File: src/rtl/hdmi_pkg.sv
// Shared definitions for the HDMI raster timing generator.
// Holds the 640x480@60 default timing, FSM state codes and RGB field offsets.
package hdmi_pkg;

    localparam int DEF_H_ACTIVE = 640;
    localparam int DEF_H_FP     = 16;
    localparam int DEF_H_SYNC   = 96;
    localparam int DEF_H_BP     = 48;
    localparam int DEF_V_ACTIVE = 480;
    localparam int DEF_V_FP     = 10;
    localparam int DEF_V_SYNC   = 2;
    localparam int DEF_V_BP     = 33;

    localparam int CNT_W = 12;

    localparam logic [1:0] ST_IDLE = 2'd0;
    localparam logic [1:0] ST_SYNC = 2'd1;
    localparam logic [1:0] ST_RUN  = 2'd2;

    localparam int R_LSB = 16;
    localparam int G_LSB = 8;
    localparam int B_LSB = 0;

    typedef logic [23:0] pixel_t;

endpackage

File: src/rtl/hdmi_timing_counter.sv
// Horizontal/vertical raster counters with active, sync and origin flags.
// Counters are held at zero whenever run is low.
module hdmi_timing_counter
    import hdmi_pkg::*;
#(
    parameter int H_ACTIVE = DEF_H_ACTIVE,
    parameter int H_FP     = DEF_H_FP,
    parameter int H_SYNC   = DEF_H_SYNC,
    parameter int H_BP     = DEF_H_BP,
    parameter int V_ACTIVE = DEF_V_ACTIVE,
    parameter int V_FP     = DEF_V_FP,
    parameter int V_SYNC   = DEF_V_SYNC,
    parameter int V_BP     = DEF_V_BP
) (
    input  logic             clk,
    input  logic             rst_n,
    input  logic             run,
    output logic [CNT_W-1:0] h_cnt,
    output logic [CNT_W-1:0] v_cnt,
    output logic             active,
    output logic             hs_raw,
    output logic             vs_raw,
    output logic             origin
);

    localparam int H_TOTAL = H_ACTIVE + H_FP + H_SYNC + H_BP;
    localparam int V_TOTAL = V_ACTIVE + V_FP + V_SYNC + V_BP;

    localparam logic [CNT_W-1:0] H_LAST = 12'(H_TOTAL - 1);
    localparam logic [CNT_W-1:0] V_LAST = 12'(V_TOTAL - 1);

    // 13-bit bounds so a sync window ending exactly at 4096 still compares correctly
    localparam logic [CNT_W:0] H_ACT_END = 13'(H_ACTIVE);
    localparam logic [CNT_W:0] HS_BEG    = 13'(H_ACTIVE + H_FP);
    localparam logic [CNT_W:0] HS_END    = 13'(H_ACTIVE + H_FP + H_SYNC);
    localparam logic [CNT_W:0] V_ACT_END = 13'(V_ACTIVE);
    localparam logic [CNT_W:0] VS_BEG    = 13'(V_ACTIVE + V_FP);
    localparam logic [CNT_W:0] VS_END    = 13'(V_ACTIVE + V_FP + V_SYNC);

    logic [CNT_W-1:0] h_cnt_r;
    logic [CNT_W-1:0] v_cnt_r;
    logic [CNT_W:0]   h_ext_s;
    logic [CNT_W:0]   v_ext_s;

    // Raster position: h wraps at H_TOTAL, v advances on each h wrap
    always_ff @(posedge clk or negedge rst_n) begin
        if (!rst_n) begin
            h_cnt_r <= 12'd0;
            v_cnt_r <= 12'd0;
        end else if (!run) begin
            h_cnt_r <= 12'd0;
            v_cnt_r <= 12'd0;
        end else if (h_cnt_r == H_LAST) begin
            h_cnt_r <= 12'd0;
            v_cnt_r <= (v_cnt_r == V_LAST) ? 12'd0 : v_cnt_r + 12'd1;
        end else begin
            h_cnt_r <= h_cnt_r + 12'd1;
        end
    end

    assign h_ext_s = {1'b0, h_cnt_r};
    assign v_ext_s = {1'b0, v_cnt_r};

    assign h_cnt  = h_cnt_r;
    assign v_cnt  = v_cnt_r;
    assign active = (h_ext_s < H_ACT_END) & (v_ext_s < V_ACT_END);
    assign hs_raw = (h_ext_s >= HS_BEG) & (h_ext_s < HS_END);
    assign vs_raw = (v_ext_s >= VS_BEG) & (v_ext_s < VS_END);
    assign origin = (h_cnt_r == 12'd0) & (v_cnt_r == 12'd0);

endmodule

File: src/rtl/hdmi_video_timing_gen.sv
// Raster timing generator and pixel-stream aligner for the three TMDS encoders.
// Locks the incoming RGB stream to the raster on SOF and registers aligned video/sync outputs.
module hdmi_video_timing_gen
    import hdmi_pkg::*;
#(
    parameter int   H_ACTIVE = DEF_H_ACTIVE,
    parameter int   H_FP     = DEF_H_FP,
    parameter int   H_SYNC   = DEF_H_SYNC,
    parameter int   H_BP     = DEF_H_BP,
    parameter int   V_ACTIVE = DEF_V_ACTIVE,
    parameter int   V_FP     = DEF_V_FP,
    parameter int   V_SYNC   = DEF_V_SYNC,
    parameter int   V_BP     = DEF_V_BP,
    parameter logic HS_POL   = 1'b0,
    parameter logic VS_POL   = 1'b0
) (
    input  logic             clk,
    input  logic             rst_n,
    input  logic             en,
    input  logic [23:0]      s_tdata,
    input  logic             s_tvalid,
    input  logic             s_tuser,
    output logic             s_tready,
    output logic [7:0]       red,
    output logic [7:0]       green,
    output logic [7:0]       blue,
    output logic             hsync,
    output logic             vsync,
    output logic             vde,
    output logic [CNT_W-1:0] h_cnt,
    output logic [CNT_W-1:0] v_cnt,
    output logic             frame_start,
    output logic             underflow,
    output logic             sync_err
);

    logic [1:0] state_r;
    logic [1:0] state_nxt_s;
    logic       run_s;
    logic       active_s;
    logic       hs_raw_s;
    logic       vs_raw_s;
    logic       origin_s;
    logic       ready_s;
    pixel_t     pix_s;
    logic       underflow_s;
    logic       sync_err_s;

    logic [7:0] red_r;
    logic [7:0] green_r;
    logic [7:0] blue_r;
    logic       hsync_r;
    logic       vsync_r;
    logic       vde_r;
    logic       frame_start_r;
    logic       underflow_r;
    logic       sync_err_r;

    assign run_s = en & (state_r != ST_IDLE);

    hdmi_timing_counter #(
        .H_ACTIVE (H_ACTIVE),
        .H_FP     (H_FP),
        .H_SYNC   (H_SYNC),
        .H_BP     (H_BP),
        .V_ACTIVE (V_ACTIVE),
        .V_FP     (V_FP),
        .V_SYNC   (V_SYNC),
        .V_BP     (V_BP)
    ) u_counter (
        .clk    (clk),
        .rst_n  (rst_n),
        .run    (run_s),
        .h_cnt  (h_cnt),
        .v_cnt  (v_cnt),
        .active (active_s),
        .hs_raw (hs_raw_s),
        .vs_raw (vs_raw_s),
        .origin (origin_s)
    );

    // Stream alignment FSM: handshake, pixel selection and error pulses for the current position
    always_comb begin
        state_nxt_s = state_r;
        ready_s     = 1'b0;
        pix_s       = 24'd0;
        underflow_s = 1'b0;
        sync_err_s  = 1'b0;
        if (!en) begin
            state_nxt_s = ST_IDLE;
        end else begin
            case (state_r)
                ST_IDLE: begin
                    state_nxt_s = ST_SYNC;
                end
                ST_SYNC: begin
                    // drain non-SOF beats; hold an SOF beat until the raster reaches (0,0)
                    ready_s = ~(s_tvalid & s_tuser) | origin_s;
                    if (origin_s & s_tvalid & s_tuser) begin
                        pix_s       = s_tdata;
                        state_nxt_s = ST_RUN;
                    end else begin
                        state_nxt_s = ST_SYNC;
                    end
                end
                ST_RUN: begin
                    ready_s = active_s;
                    if (active_s & s_tvalid) begin
                        if (s_tuser != origin_s) begin
                            sync_err_s  = 1'b1;
                            state_nxt_s = ST_SYNC;
                        end else begin
                            pix_s = s_tdata;
                        end
                    end else if (active_s) begin
                        underflow_s = 1'b1;
                    end else begin
                        pix_s = 24'd0;
                    end
                end
                default: begin
                    state_nxt_s = ST_IDLE;
                end
            endcase
        end
    end

    // FSM state register
    always_ff @(posedge clk or negedge rst_n) begin
        if (!rst_n) begin
            state_r <= ST_IDLE;
        end else begin
            state_r <= state_nxt_s;
        end
    end

    // Output stage: every output lags the counters by exactly one clock
    always_ff @(posedge clk or negedge rst_n) begin
        if (!rst_n) begin
            red_r         <= 8'd0;
            green_r       <= 8'd0;
            blue_r        <= 8'd0;
            hsync_r       <= ~HS_POL;
            vsync_r       <= ~VS_POL;
            vde_r         <= 1'b0;
            frame_start_r <= 1'b0;
            underflow_r   <= 1'b0;
            sync_err_r    <= 1'b0;
        end else begin
            red_r         <= pix_s[R_LSB +: 8];
            green_r       <= pix_s[G_LSB +: 8];
            blue_r        <= pix_s[B_LSB +: 8];
            hsync_r       <= (run_s & hs_raw_s) ~^ HS_POL;
            vsync_r       <= (run_s & vs_raw_s) ~^ VS_POL;
            vde_r         <= run_s & active_s;
            frame_start_r <= run_s & origin_s;
            underflow_r   <= underflow_s;
            sync_err_r    <= sync_err_s;
        end
    end

    assign s_tready    = ready_s;
    assign red         = red_r;
    assign green       = green_r;
    assign blue        = blue_r;
    assign hsync       = hsync_r;
    assign vsync       = vsync_r;
    assign vde         = vde_r;
    assign frame_start = frame_start_r;
    assign underflow   = underflow_r;
    assign sync_err    = sync_err_r;

endmodule

File: config.mk
export PLATFORM = sky130hd
export DESIGN_NAME = hdmi_video_timing_gen
export DESIGN_NICKNAME = d
export VERILOG_FILES = /design/src/rtl/hdmi_pkg.sv /design/src/rtl/hdmi_timing_counter.sv /design/src/rtl/hdmi_video_timing_gen.sv
export SDC_FILE = /design/constraint.sdc
export NUM_CORES = 1
export LEC_CHECK = 0
export ABC_AREA = 1
export BUFFER_PORTS_ARGS = -buffer_cell sky130_fd_sc_hd__buf_2
export CAP_MARGIN = 10
export CORE_UTILIZATION = 45
export CTS_CLUSTER_SIZE = 25
export DETAILED_ROUTE_END_ITERATION = 7
export HOLD_SLACK_MARGIN = 0.03
export PLACE_DENSITY = 0.77
export SLEW_MARGIN = 30
export SYNTH_ARGS = -nofsm -noshare
export SYNTH_HDL_FRONTEND = slang
export SYNTH_SLANG_ARGS = --single-unit
File: constraint.sdc
create_clock -name clk -period 2.05 [get_ports clk]
set_input_delay 0.1025 -clock clk [delete_from_list [all_inputs] [get_ports clk]]
set_output_delay 0.1025 -clock clk [all_outputs]
set_load 0.05 [all_outputs]
==> results_dict.tcl <==
set metrics [dict create \
    insertion_delay_ps 310 \
    hold_class "in2reg" \
    async_flop_share 1.000 \
    min_period_ps 1952 \
    required_ps 1950 \
    synth_ff_type "dfrtp_1" \
    numCtsBuffers 5 \
    ys_types 30 \
    rsz0062_at_grt "yes" \
    crit_path_end_kind "output pin" \
    wirelength_mm 7.459 \
    worstSetupPathType "reg2out" \
    synthesis.nets 371 \
    io_pins 84 \
    tightest_slew_ps 564.8 \
    drc_errors 0 \
    portBuffers 83 \
    synth_area_leaders "dfrtp_1, nand2_1, a21oi_2, inv_1, ha_1" \
    yosys.cell_count.top_type "nand2_1" \
    syn_area_um2 2908 \
    dr.pass1.iters 4 \
    cts_tree "built" \
    die-height_um 82.39 \
    num_antenna_cells 0 \
    grt_util_all_layers 0.2167 \
    vias 2778 \
    synth_edf_count 0 \
    core_region_area_um2 6061 \
    fmax_mhz 512.2 \
    place_ws_ps 152.1 \
    num_rows 28 \
    path_clk_slew_ps 100 \
    via_per_inst 5.261 \
    antenna_found_initial 0 \
    hold_ws_ps 81.18 \
    syn_inst 333 \
    finalCritPeriodShare 0.9524 \
    drive_gt1_frac 0.3311 \
    cp-start-kind "flop" \
    fp.dieW_um 82.39 \
    clock_sinks 56 \
    synth_common_cells "nand2_1, dfrtp_1, inv_1" \
    slew_headroom 0.6235 \
    fin_nets 490 \
    globalRouteOverflowTotal 0 \
    avgSynthCellArea_um2 8.732 \
    status "completed" \
    maxCapViolCount 0 \
    die-area_um2 6787 \
    power_density_nw_per_um2 589.5 \
    hold_viol_final 0 \
    dp_hpwl_mm 5.005 \
    first_global_vias 2546 \
    htreeDepth 2 \
    setup_tns_ps 0 \
    ir_worst_vdd_uv 365.0 \
    fin_skew_ps 7.573 \
    ys_warn_count 0 \
    cts.path.max_buffers 2 \
    gp_routability_congestion 0.8542 \
    grt_first_pass_wirelength_mm 11.18 \
    ys_seq_area_frac 0.4828 \
    cp_max_fo 4 \
    synth_top_area_frac 0.4647 \
    cellLeakagePower_nw 1.949 \
    ff2ff_setup_slack_ps 130 \
    synth-seq-cells 56 \
    cts_root_buf "clkbuf_8" \
    areaGrowthSynthToFinish_pct 32.87 \
    grt_max_degree 26 \
    critPathArrivalTime_ps 1850 \
    start_util 0.4798 \
    drv_slew 0 \
    drt_iter0_markers 198 \
    design_area_um2 3864 \
    placed_area_um2 3435 \
    setup_ws_ps 97.63 \
    synth_area_leader_cell "dfrtp_1" \
    ant_nets 0 \
    setup_viol 0 \
    avgRoutedWirePerCell_um 14.13 \
    p_total_w 0.002277 \
]
-- per-stage QoR --
step,util,cells
2_1_floorplan,-,333
3_3_place_gp,0.5667,490
3_5_place_dp,0.5667,490
4_1_cts,0.6311,525
5_1_grt,0.6375,528
6_report,0.6375,528
-- critical path, stage by stage (launching register included) --
cell and delay (ps):
dfrtp_2 420, inv_2 90, ha_2 190, nand3_2 110
nor2_4 120, nand3_2 100, inv_2 90, o21ai_1 100
a21oi_4 150, buf_6 170
-- final timing paths --
kind | cells past startpoint | end | start
setup / recovery | 9 | s_tready | u_counter.v_cnt[0]
hold / removal | 3 | sync_err | en
max in group asynchronous | 3 | vsync | rst_n
hold reg to reg | 1 | u_counter.h_cnt[0] | u_counter.h_cnt[0]
setup reg to reg | 9 | green[3] | u_counter.v_cnt[0]
min in group asynchronous | 2 | u_counter.h_cnt[6] | rst_n
-- cell families (layout without fill, tap and decap cells) --
| group | count (synthesis) | after routing | share of synthesized area |
|---|---|---|---|
| flops | 56 | 56 | 0.4828 |
| compound gates | 53 | 53 | 0.1209 |
| fa+ha+maj | 9 | 9 | 0.03873 |
| xor+xnor | 7 | 7 | 0.02108 |
| simple gates | 155 | 156 | 0.2569 |
| buf+inv | 53 | 172 | 0.07960 |
-- cell type report --
cell class | instances | area (um2)
repair buffers | 120 | 777.0
well taps | 75 | 93.84
flip-flops and latches | 56 | 1406
multi-input cells | 225 | 1306
clock inverters | 3 | 46.29
clock buffers | 5 | 68.82
fillers | 511 | 2197
inverters | 44 | 165.2
-- cell usage in the layout (no fill, tap or decap), types with 2 or more instances in the layout --
cell type	count
buf_2	82
nand2_1	66
dfrtp_1	52
inv_1	38
nor2_1	30
dlygate4sd3_1	26
a21oi_2	20
o21ai_0	17
nand3_1	16
nand4_1	13
nor3_1	12
a21oi_1	10
buf_4	10
ha_1	8
xor2_1	7
nor2_4	5
clkbuf_8	5
inv_2	4
nand2_2	3
nand3_2	3
clkinv_1	2
nor2_2	2
nand3_4	2
o2111ai_1	2
o21ai_1	2
dfstp_2	2
dfrtp_2	2
-- layer usage --
layer,GRT usage,part of all wire,vias to the layer above
met5,0,0,-
met4,0.06667,0.016,0
met3,0.03736,0.044,16
met2,0.3769,0.53,78
met1,0.2738,0.41,1361
li1,-,-,1323
-- registers in the layout, indices dropped and copies added, names as in the netlist, 2 cells and up --
| register | count |
|---|---|
| blue | 8 |
| green | 8 |
| red | 8 |
| state_r | 2 |
| u_counter.h_cnt | 12 |
| u_counter.v_cnt | 12 |
-- report_power, final --
| group | switching, W | total (W) | internal [W] |
|---|---|---|---|
| logic | 0.000257 | 0.000396 | 0.000139 |
| clock network | 0.000376 | 0.000746 | 0.000371 |
| registers | 0.0000129 | 0.00114 | 0.00112 |
-- what timing repair did --
item	CTS	global route
buffers inserted	3	0
gates resized for setup	5	5
gates cloned	0	1
pin swaps	1	1
hold buffers	24	2
hold endpoints to repair	46	2
endpoints found under the setup margin	1	21
(Power assumes the default switching activity.)
